File: src/rtl/sorted_vector_serializer_pkg.sv
// Shared definitions for the odd-even merge sorter and its output serializer:
// FSM state encoding, element-index width helper and default geometry.
package sorter_pkg;

  // Default geometry, shared with the merge network.
  localparam int WIDTH_DEF = 3;
  localparam int N_DEF     = 8;

  // Serializer FSM states.
  typedef enum logic {
    IDLE   = 1'b0,
    STREAM = 1'b1
  } state_t;

  // Width of an index that addresses one of the 2n elements.
  function automatic int idx_width(input int n);
    return $clog2(2 * n);
  endfunction

endpackage

File: src/rtl/sorted_vector_serializer_if.sv
// Bundle of the serializer's control, capture and streaming signals.
// Handshake: an element transfers on a rising clk edge where out_valid &&
// out_ready; once out_valid is high it stays high and out_data/out_idx/
// out_last stay unchanged until that transfer happens.
// dbg_state exposes the FSM state for checkers.
interface sorted_vector_serializer_if
  import sorter_pkg::*;
#(
  parameter int WIDTH = WIDTH_DEF,
  parameter int n     = N_DEF
);

  localparam int IW = idx_width(n);

  logic                 start;
  logic [2*n*WIDTH-1:0] in_c;
  logic                 busy;
  logic                 out_valid;
  logic                 out_ready;
  logic [WIDTH-1:0]     out_data;
  logic [IW-1:0]        out_idx;
  logic                 out_last;
  logic                 done;
  logic                 order_err;
  state_t               dbg_state;

  // Controller / consumer side.
  modport master (
    output start, in_c, out_ready,
    input  busy, out_valid, out_data, out_idx, out_last, done, order_err,
    input  dbg_state
  );

  // Serializer side.
  modport slave (
    input  start, in_c, out_ready,
    output busy, out_valid, out_data, out_idx, out_last, done, order_err,
    output dbg_state
  );

endinterface

File: src/rtl/sorted_vector_serializer_elem_select.sv
// 2n:1 element multiplexer: picks element sel out of a packed vector where
// element k occupies bits [(k+1)*WIDTH-1 : k*WIDTH].
module elem_select #(
  parameter int WIDTH = 3,
  parameter int COUNT = 16,
  parameter int SEL_W = 4
) (
  input  logic [COUNT*WIDTH-1:0] vec,
  input  logic [SEL_W-1:0]       sel,
  output logic [WIDTH-1:0]       data
);

  // Plain one-hot style select; COUNT is a power of two so every sel hits.
  always_comb begin
    data = '0;
    for (int k = 0; k < COUNT; k++) begin
      if (sel == SEL_W'(k)) begin
        data = vec[k*WIDTH +: WIDTH];
      end
    end
  end

endmodule

File: src/rtl/sorted_vector_serializer.sv
// Serializer behind the 2n-input odd-even merge network: captures the sorted
// vector on start and streams it out one element per cycle over valid/ready.
// Optional SORTED_ORDER_CHECK_EN adds a sticky ascending-order monitor on
// order_err; without it order_err is constant 0.
module sorted_vector_serializer
  import sorter_pkg::*;
#(
  parameter int WIDTH = WIDTH_DEF,
  parameter int n     = N_DEF
) (
  input  logic                       clk,
  input  logic                       rst,
  sorted_vector_serializer_if.slave  bus
);

  localparam int            COUNT    = 2 * n;
  localparam int            IW       = idx_width(n);
  localparam logic [IW-1:0] LAST_IDX = IW'(COUNT - 1);

  state_t                 state_q, state_d;
  logic [IW-1:0]          idx_q, idx_d;
  logic                   done_q, done_d;
  logic                   load;
  logic [COUNT*WIDTH-1:0] shadow_q;
  logic [WIDTH-1:0]       sel_data;
  logic                   streaming;
  logic                   xfer;

  assign streaming = (state_q == STREAM);
  assign xfer      = streaming && bus.out_ready;

  // FSM state, element index and done pulse registers.
  always_ff @(posedge clk or posedge rst) begin
    if (rst) begin
      state_q <= IDLE;
      idx_q   <= '0;
      done_q  <= 1'b0;
    end else begin
      state_q <= state_d;
      idx_q   <= idx_d;
      done_q  <= done_d;
    end
  end

  // Next state: start is only honoured in IDLE, so a start during a stream
  // (including its final handshake) never disturbs the held vector.
  always_comb begin
    state_d = state_q;
    idx_d   = idx_q;
    done_d  = 1'b0;
    load    = 1'b0;
    case (state_q)
      IDLE: begin
        if (bus.start) begin
          load    = 1'b1;
          idx_d   = '0;
          state_d = STREAM;
        end
      end
      STREAM: begin
        if (bus.out_ready) begin
          if (idx_q == LAST_IDX) begin
            idx_d   = '0;
            done_d  = 1'b1;
            state_d = IDLE;
          end else begin
            idx_d = idx_q + 1'b1;
          end
        end
      end
      default: begin
        state_d = IDLE;
        idx_d   = '0;
      end
    endcase
  end

  // Shadow copy of the merged vector, written only on an accepted start.
  always_ff @(posedge clk or posedge rst) begin
    if (rst) begin
      shadow_q <= '0;
    end else if (load) begin
      shadow_q <= bus.in_c;
    end
  end

  elem_select #(
    .WIDTH (WIDTH),
    .COUNT (COUNT),
    .SEL_W (IW)
  ) u_elem_select (
    .vec  (shadow_q),
    .sel  (idx_q),
    .data (sel_data)
  );

  // All outputs derive from registers only; payload reads 0 outside STREAM.
  assign bus.busy      = streaming;
  assign bus.out_valid = streaming;
  assign bus.out_data  = streaming ? sel_data : '0;
  assign bus.out_idx   = idx_q;
  assign bus.out_last  = streaming && (idx_q == LAST_IDX);
  assign bus.done      = done_q;
  assign bus.dbg_state = state_q;

`ifdef SORTED_ORDER_CHECK_EN
  logic [WIDTH-1:0] prev_q;
  logic             err_q;

  // Remember each transferred element and flag any descent; cleared on start.
  always_ff @(posedge clk or posedge rst) begin
    if (rst) begin
      prev_q <= '0;
      err_q  <= 1'b0;
    end else begin
      if (load) begin
        err_q <= 1'b0;
      end
      if (xfer) begin
        prev_q <= sel_data;
        if ((idx_q != '0) && (sel_data < prev_q)) begin
          err_q <= 1'b1;
        end
      end
    end
  end

  assign bus.order_err = err_q;
`else
  logic unused_xfer;
  assign unused_xfer   = xfer;
  assign bus.order_err = 1'b0;
`endif

endmodule

File: src/flat_wrapper.sv
// flat-port wrapper written by rule: the top's interface ports become plain ports
module sorted_vector_serializer_flat import sorter_pkg::*;
#(
  parameter int WIDTH = WIDTH_DEF,
  parameter int n     = N_DEF
)
  (clk, rst, bus_start, bus_in_c, bus_out_ready, bus_busy, bus_out_valid, bus_out_data, bus_out_idx, bus_out_last, bus_done, bus_order_err, bus_dbg_state);
  sorted_vector_serializer_if #(.WIDTH(WIDTH), .n(n)) bus_i ();
  input  logic clk;
  input  logic rst;
  input wire logic [$bits(bus_i.start)-1:0] bus_start;
  input wire logic [$bits(bus_i.in_c)-1:0] bus_in_c;
  input wire logic [$bits(bus_i.out_ready)-1:0] bus_out_ready;
  output wire logic [$bits(bus_i.busy)-1:0] bus_busy;
  output wire logic [$bits(bus_i.out_valid)-1:0] bus_out_valid;
  output wire logic [$bits(bus_i.out_data)-1:0] bus_out_data;
  output wire logic [$bits(bus_i.out_idx)-1:0] bus_out_idx;
  output wire logic [$bits(bus_i.out_last)-1:0] bus_out_last;
  output wire logic [$bits(bus_i.done)-1:0] bus_done;
  output wire logic [$bits(bus_i.order_err)-1:0] bus_order_err;
  output wire logic [$bits(bus_i.dbg_state)-1:0] bus_dbg_state;
  assign bus_i.start = bus_start;
  assign bus_i.in_c = bus_in_c;
  assign bus_i.out_ready = bus_out_ready;
  assign bus_busy = bus_i.busy;
  assign bus_out_valid = bus_i.out_valid;
  assign bus_out_data = bus_i.out_data;
  assign bus_out_idx = bus_i.out_idx;
  assign bus_out_last = bus_i.out_last;
  assign bus_done = bus_i.done;
  assign bus_order_err = bus_i.order_err;
  assign bus_dbg_state = bus_i.dbg_state;
  sorted_vector_serializer #(.WIDTH(WIDTH), .n(n)) u_core (.clk(clk), .rst(rst), .bus(bus_i));
endmodule
File: config.mk
export PLATFORM = sky130hd
export DESIGN_NAME = sorted_vector_serializer_flat
export DESIGN_NICKNAME = d
export VERILOG_FILES = /design/src/rtl/sorted_vector_serializer_pkg.sv /design/src/rtl/sorted_vector_serializer_if.sv /design/src/rtl/sorted_vector_serializer_elem_select.sv /design/src/rtl/sorted_vector_serializer.sv /design/src/flat_wrapper.sv
export SDC_FILE = /design/constraint.sdc
export NUM_CORES = 1
export LEC_CHECK = 0
export CAP_MARGIN = 20
export CORE_ASPECT_RATIO = 1.5
export CORE_MARGIN = 2
export CORE_UTILIZATION = 35
export CTS_BUF_LIST = sky130_fd_sc_hd__clkbuf_8
export CTS_CLUSTER_DIAMETER = 120
export DETAILED_ROUTE_END_ITERATION = 12
export MAX_ROUTING_LAYER = met4
export PLACE_DENSITY = 0.65
export SKIP_LAST_GASP = 1
export SLEW_MARGIN = 30
export SYNTH_ARGS = -nofsm -noshare
export SYNTH_HDL_FRONTEND = slang
export SYNTH_HIERARCHICAL = 1
export SYNTH_SLANG_ARGS = --single-unit
File: constraint.sdc
create_clock -name clk -period 2.5 [get_ports clk]
set_input_delay 0.25 -clock clk [delete_from_list [all_inputs] [get_ports clk]]
set_output_delay 0.25 -clock clk [all_outputs]
set_load 0.02 [all_outputs]
==> results of run 1 <==
[through the flow]
| step | worst slack [ns] | TNS [ns] | cells |
|---|---|---|---|
| final | 0.111 | 0 | 410 |
| after global routing | -0.0242 | -0.0242 | 410 |
| after CTS | -0.230 | -0.230 | 410 |
| after detailed placement | 0.0546 | 0 | 402 |
| after global placement | 0.0543 | 0 | 402 |
| after floorplan | 0.381 | 0 | 238 |
[final timing paths]
| path | start | endpoint | slack [ns] | cells after the start |
|---|---|---|---|---|
| min in group clk | u_core/shadow_q[37] | u_core/shadow_q[37] | 0.52 | 1 |
| max in group asynchronous | rst | u_core/bus.out_idx[0] | 1.58 | 3 |
| min reg2reg | u_core/shadow_q[37] | u_core/shadow_q[37] | 0.52 | 1 |
| max | u_core/bus.out_idx[0] | bus_out_data[1] | 0.11 | 6 |
| min | rst | u_core/shadow_q[47] | 0.43 | 3 |
| max reg2reg | u_core/bus.busy | u_core/shadow_q[24] | 0.89 | 3 |
[cells in the final DEF (no fill, tap or decap), drive strengths merged, types with 2 or more instances in the layout]
cell and n:
o21ai 12, nand3 8, nand3b 2, nor2b 6
nand2b 8, or4 2, clkdlybuf4s50 60, nor3 2
a21oi 5, a21o 2, clkinv 2, a22oi 2
and3 2, dfrtp 54, nand2 10, nor3b 2
inv 4, o22ai 3, nor2 11, o21a 3
mux2 52, o32ai 3, and2 4, buf 13
a32oi 2, clkbuf 7, mux2i 8, a221oi 2
[worst min-delay path, delay by kind of cell]
kind	cells	cell delay, ns
buf+inv	3	0.98
[flip-flops by register name, indices dropped and copies added, names as in the netlist]
register            cells
u_core/shadow_q        48
u_core/bus.out_idx      4
u_core/bus.busy         1
u_core/bus.done         1
[routing by layer]
metal / routed length, um / up-vias
li1: - / 977
met1: 2760 / 959
met2: 3320 / 57
met3: 272 / 4
met4: 76 / 0
met5: 0 / -
[power by group through the flow]
stage	logic [mW]	clock network (mW)	registers, mW
5_1_grt	2.61	0.621	1.76
4_1_cts	2.42	0.587	1.71
3_5_place_dp	2.42	0	1.71
2_1_floorplan	1.81	0	1.59
6_report	2.40	0.566	1.70
3_3_place_gp	2.40	0	1.72
[kinds of logic after synthesis]
group	after synthesis	share of synthesized area
multiplexers	61	0.287
adder cells (fa/ha/maj)	1	0.00414
other	1	0.00124
AND/OR/NAND/NOR	58	0.103
buffers and inverters	23	0.0667
AO/OA/AOI/OAI	39	0.0874
flip-flops	54	0.447
XOR/XNOR	1	0.00290
[layout make-up]
type                       instances  area (um2)
clock inverter                     3        40.0
sequential                        54        1360
multi-input combinational        161        1470
tap                              107         134
clock buffer                       5        68.8
fill                             796        4580
inverter                           4        15.0
timing repair buffer              76         749
[timing repair]
action	CTS	global route
endpoints found under the hold margin	0	0
pin swaps	0	0
setup endpoints to repair	3	3
gates resized for setup	6	6
==> results.cfg, run 1 <==
[pwr]
power_density_nw_per_um2 = 1220
leakage_nw = 1.64
power_mw = 4.67
p_sw_frac = 0.351
power_frac_seq = 0.364
combPwrFrac = 0.515
clockPowerShare = 0.121
internal_power_mw = 3.03
p_switching_mw = 1.64
ir_worst_vdd_uv = 630

[grt]
use_met3 = 0.0207
antenna_found_initial = 0
grtUsageMet2 = 0.252
grt_pass1_wl_mm = 10.7
grt_pass1_vias = 2151
grt-ovfl-total = 0
grt_max_degree = 55
track_usage = 0.148
grt_use_met1 = 0.181
grt.busiest_layer = met2

[setup_path]
required_ns = 2.25
cp_max_fo = 6
critPathTopFamily = multiplexers
worstPathArrival_ns = 2.14
crit_path_end_kind = primary output
cp_slowest_cell = mux4_2
crit_chain = mux4_2 -> a221oi_2 -> a31oi_1 -> o21a_1 -> and2_1 -> dlymetal6s2s_1
critPathLaunchType = register
critical_path_class = reg -> out
critical-path-max-stage-delay_ns = 0.52
cp_num_buf_inv = 1

[synthesis]
yosysSeqAreaShare = 0.447
synth-edff-count = 0
synth.top_cell.area_share = 0.447
syn_area_per_cell_um2 = 12.7
ys_types = 42
ys_warn_count = 6
yosys.area.top_type = dfrtp_1
synth_flop_cell = dfrtp_1
synthesis.area_um2 = 3020
netlist_top_cells_area = dfrtp_1 (45%), mux2_4 (24%), buf_12 (3.3%)
ys_top_cells_by_count = dfrtp_1 (54), mux2_4 (48), o21ai_0 (12)
ys_ff_latch = 54
synth_most_common_cell = dfrtp_1
syn_nets = 291
synthArstFlopShare = 1.00
syn_inst = 238

[status]
status = completed

[placement]
numPortBuffers = 63
dp.final_hpwl_mm = 4.67
place.gp.congestion = 0.877
placed_cell_area_um2 = 3730

[final_layout]
stdcell_area_um2 = 3830
layout.nets = 355
finish.utilization = 0.456
syn2layout_area_growth_pct = 27.0
diodes = 0
drive_above_1_share = 0.271

[die]
fp.dieW_um = 79.9
start_util = 0.359
fp.dieH_um = 118
ioPinCount = 65
design.die.area_um2 = 9400
num_rows = 41
coreArea_um2 = 8410

[worst_hold_path]
hp-class = in -> async

[routing]
drtIter0Drc = 177
detail_route.first_pass.iterations = 4
vias_per_cell = 4.87
finalWirelength_mm = 6.43
vias = 1997
wl_per_cell_um = 15.7
drcViolationCount = 0
ant_nets = 0

[sta]
holdWs_ns = 0.434
hold_viol_final = 0
final_max_slew_viol_count = 0
finalSetupViolations = 0
min_period_over_period = 0.955
rsz0062_at_grt = yes
period_needed_ns = 2.39
skew_ns = 0.00621
max-slew-margin-rel = 0.552
fmax_mhz = 419
tightest_slew_ns = 0.672

[clock_network]
cts_tree = yes
root_buffer = clkbuf_8
cts.sinks = 54
clk_path_buf_depth = 2
postCtsSetupBuffers = 0
clkSlewWorstSetupHoldPaths_ns = 0.09
clk_latency_ns = 0.30
holdBufCountCts = 0
htreeDepth = 2
cts_made_buffers = 5

[job]
cap_violations = 0
(Power assumes the default switching activity.)
==> run 2, diff against run 1 <==
--- a/config.mk
+++ b/config.mk
@@ -5,6 +5,7 @@
 export SDC_FILE = /design/constraint.sdc
 export NUM_CORES = 1
 export LEC_CHECK = 0
+export ABC_AREA = 1
 export CAP_MARGIN = 20
 export CORE_ASPECT_RATIO = 1.5
 export CORE_MARGIN = 2
@@ -13,7 +14,7 @@
 export CTS_CLUSTER_DIAMETER = 120
 export DETAILED_ROUTE_END_ITERATION = 12
 export MAX_ROUTING_LAYER = met4
-export PLACE_DENSITY = 0.65
+export PLACE_DENSITY = 0.66
 export SKIP_LAST_GASP = 1
 export SLEW_MARGIN = 30
 export SYNTH_ARGS = -nofsm -noshare
==> constraint.sdc (replaced) <==
create_clock -name clk -period 2.6 [get_ports clk]
set_input_delay 0.26 -clock clk [delete_from_list [all_inputs] [get_ports clk]]
set_output_delay 0.26 -clock clk [all_outputs]
set_load 0.02 [all_outputs]
==> run 2 against run 1 <==
Final cell count is 32% higher. Non-clock buffer count is 6 lower. Worst hold slack worse by 0.12 ns. Critical path depth is 8 higher. Flip-flop and latch count stayed put. Die area is 10% lower. Register-to-register slack better by 0.10 ns. First-iteration DRC count is 49% lower. Power is 19% lower. Clock power is 20% higher.
==> results.cfg, run 2 <==
[sta]
skew_ns = 0.00444
tightest_slew_ns = 0.737
min_period_over_period = 0.949
hold_viol_final = 0
finalSetupViolations = 0
setup_slack_ns = 0.131
fmax_mhz = 405
period_needed_ns = 2.47
max-slew-margin-rel = 0.508
final_max_slew_viol_count = 0
holdWs_ns = 0.311

[synthesis]
ys_warn_count = 6
synthXorXnorAreaFrac = 0
yosysSeqAreaShare = 0.501
synth_simple_gate_area_share = 0.396
synth.top_cell.area_share = 0.501
ys_ff_latch = 54
syn_nets = 427
synthArstFlopShare = 1.00
synth_top_family_by_area = simple AND/OR/NAND/NOR gates
synth-edff-count = 0
yosys.area_share.adder = 0.00464
synth_flop_cell = dfrtp_1
ys_types = 19
synth_mux_area_frac = 0
yosys.area.top_type = dfrtp_1
synthesis.area_um2 = 2700
syn_inst = 374
netlist_top_cells_area = dfrtp_1 (50%), nand2_1 (29%), nor2_1 (4.2%)
synth_compound_area_frac = 0.0162
synth_most_common_cell = nand2_1
syn_area_per_cell_um2 = 7.21
ys_top_cells_by_count = nand2_1 (205), dfrtp_1 (54), nor2_1 (30)

[final_layout]
syn2layout_area_growth_pct = 33.4
stdcell_area_um2 = 3590
diodes = 0
largest_register_ffs = 48
mostFrequentLayoutCells = nand2_1 (204), clkdlybuf4s50_1 (60), dfrtp_1 (50), inv_1 (26), nor2_1 (26)
layout.nets = 491
largest_register = u_core/shadow_q
final_common_cell = nand2_1
drive_above_1_share = 0.0866

[placement]
numPortBuffers = 63
dp_slack_ns = 0.149
placed_cell_area_um2 = 3410
place.gp.congestion = 0.827
dp.final_hpwl_mm = 4.66

[setup_path]
worstPathArrival_ns = 2.21
crit_top_cell = nand2_1
required_ns = 2.34
critPathLaunchType = register
r2r_end = u_core/bus.out_idx[0]
cp_num_buf_inv = 3
cp_slowest_cell = dfrtp_2
critical-path-max-stage-delay_ns = 0.42
r2r_setup_slack_ns = 0.99
critical_path_class = reg -> out
worstRegToRegCells = 7
crit_chain = inv_1 -> nand2_2 -> nor2_2 -> a21oi_1 -> nand3_1 -> nand2_1 -> nand4_1 -> nor2_1 -> nand3_1 -> nand2_1 -> nand4_2 -> nand2_1 -> inv_1 -> dlygate4sd2_1
cp_max_fo = 5
r2r_start = u_core/bus.busy
crit_path_end_kind = primary output
critPathTopFamily = simple AND/OR/NAND/NOR gates

[clock_network]
clk_latency_ns = 0.31
cts_made_buffers = 5
holdBufCountCts = 0
clkSlewWorstSetupHoldPaths_ns = 0.10
cts.sinks = 54
clk_path_buf_depth = 2
root_buffer = clkbuf_8
htreeDepth = 2
cts_tree = yes

[pwr]
ir_worst_vdd_uv = 515
leakage_nw = 1.84
power_mw = 3.79
power_density_nw_per_um2 = 1060

[die]
start_util = 0.356
num_rows = 39
fp.dieW_um = 75.7
design.die.area_um2 = 8430
fp.dieH_um = 111
ioPinCount = 65
coreArea_um2 = 7560

[routing]
vias = 2434
finalWirelength_mm = 6.38
drcViolationCount = 0
detail_route.first_pass.iterations = 4
vias_per_cell = 4.50
ant_nets = 0
wl_per_cell_um = 11.8
drtIter0Drc = 90

[grt]
grt_pass1_vias = 2492
track_usage = 0.169
grt-ovfl-total = 0
grt_pass1_wl_mm = 10.9
antenna_found_initial = 0
grt_max_degree = 51

[job]
cap_violations = 0

[worst_hold_path]
hp-class = in -> async

[status]
status = completed
run 2: changes by cell type after synthesis, moves of 4 or more:
| cell | before | now |
|---|---|---|
| mux2i_1 | 8 | 0 |
| nand4_1 | 0 | 5 |
| nand2b_1 | 8 | 0 |
| nand2_1 | 10 | 205 |
| inv_1 | 4 | 27 |
| nor2_1 | 11 | 30 |
| and2_1 | 4 | 0 |
| mux2_4 | 48 | 0 |
| nand3_1 | 8 | 17 |
| buf_12 | 5 | 0 |
| o21ai_0 | 12 | 2 |
| inv_2 | 0 | 4 |
| mux2_2 | 4 | 0 |
| nor2b_1 | 5 | 0 |
run 2: layout make-up:
| type | count | area (um2) |
|---|---|---|
| Inverter | 31 | 116 |
| Tap cell | 102 | 128 |
| Timing Repair Buffer | 70 | 697 |
| Sequential cell | 54 | 1360 |
| Multi-Input combinational cell | 276 | 1150 |
| Clock buffer | 6 | 82.6 |
| Fill cell | 760 | 3970 |
| Clock inverter | 2 | 60.1 |
run 2: kinds of logic (layout without fill, tap and decap cells):
kind of cell | Yosys count | in the layout
other | 1 | 1
DFF | 54 | 54
buffers and inverters | 44 | 109
AOI/OAI and AO/OA | 8 | 8
and+or+nand+nor | 266 | 266
adders and majority gates | 1 | 1
run 2: per-layer routing:
metal | GRT usage | part of all wire | vias up
met4 | 0.0456 | 0.018 | 0
met1 | 0.191 | 0.42 | 1126
met3 | 0.0281 | 0.028 | 9
met2 | 0.298 | 0.53 | 45
li1 | - | - | 1254
met5 | - | 0 | -
run 2: report_power, final:
part           internal [mW]  switching [mW]  total, mW
combinational          0.664           0.900       1.56
clock                  0.410           0.272      0.682
sequential              1.25           0.295       1.55
run 2: per-stage QoR:
stage | setup TNS (ns) | util | cells
finish | 0 | 0.475 | 541
floorplan | 0 | - | 374
CTS | -0.161 | 0.470 | 540
global route | -0.0326 | 0.475 | 541
detailed placement | 0 | 0.451 | 532
global placement | 0 | 0.451 | 532
run 2: what timing repair did:
item,CTS,global route
setup buffers,0,1
pin swaps,0,1
resized for setup,4,12
setup endpoints to repair,3,3
run 2: how the worst max path moves through the flow:
stage / startpoint / to / slack [ns] / cells after the start
detailed placement: u_core/bus.out_idx[3] / bus_out_data[1] / 0.15 / 14
global placement: u_core/bus.out_idx[1] / bus_out_data[1] / 0.20 / 14
CTS: u_core/bus.out_idx[3] / bus_out_data[1] / -0.16 / 14
global route: u_core/bus.out_idx[3] / bus_out_data[2] / -0.02 / 14
finish: u_core/bus.out_idx[3] / bus_out_data[0] / 0.13 / 14
floorplan: u_core/bus.out_idx[2] / bus_out_data[2] / 0.71 / 13
run 2: worst register-to-register path, delay by kind of cell (launching register included):
kind | cells | cell delay (ns)
AND/OR/NAND/NOR | 3 | 0.30
AO/OA/AOI/OAI | 1 | 0.08
buffers and inverters | 3 | 0.62
flip-flops | 1 | 0.52
==> run 3, diff against run 2 <==
--- a/config.mk
+++ b/config.mk
@@ -13,6 +13,7 @@
 export CTS_BUF_LIST = sky130_fd_sc_hd__clkbuf_8
 export CTS_CLUSTER_DIAMETER = 120
 export DETAILED_ROUTE_END_ITERATION = 12
+export GPL_ROUTABILITY_DRIVEN = 0
 export MAX_ROUTING_LAYER = met4
 export PLACE_DENSITY = 0.66
 export SKIP_LAST_GASP = 1
==> results of run 3 <==
Final layout, timing and power as in run 2 (identical DEF).
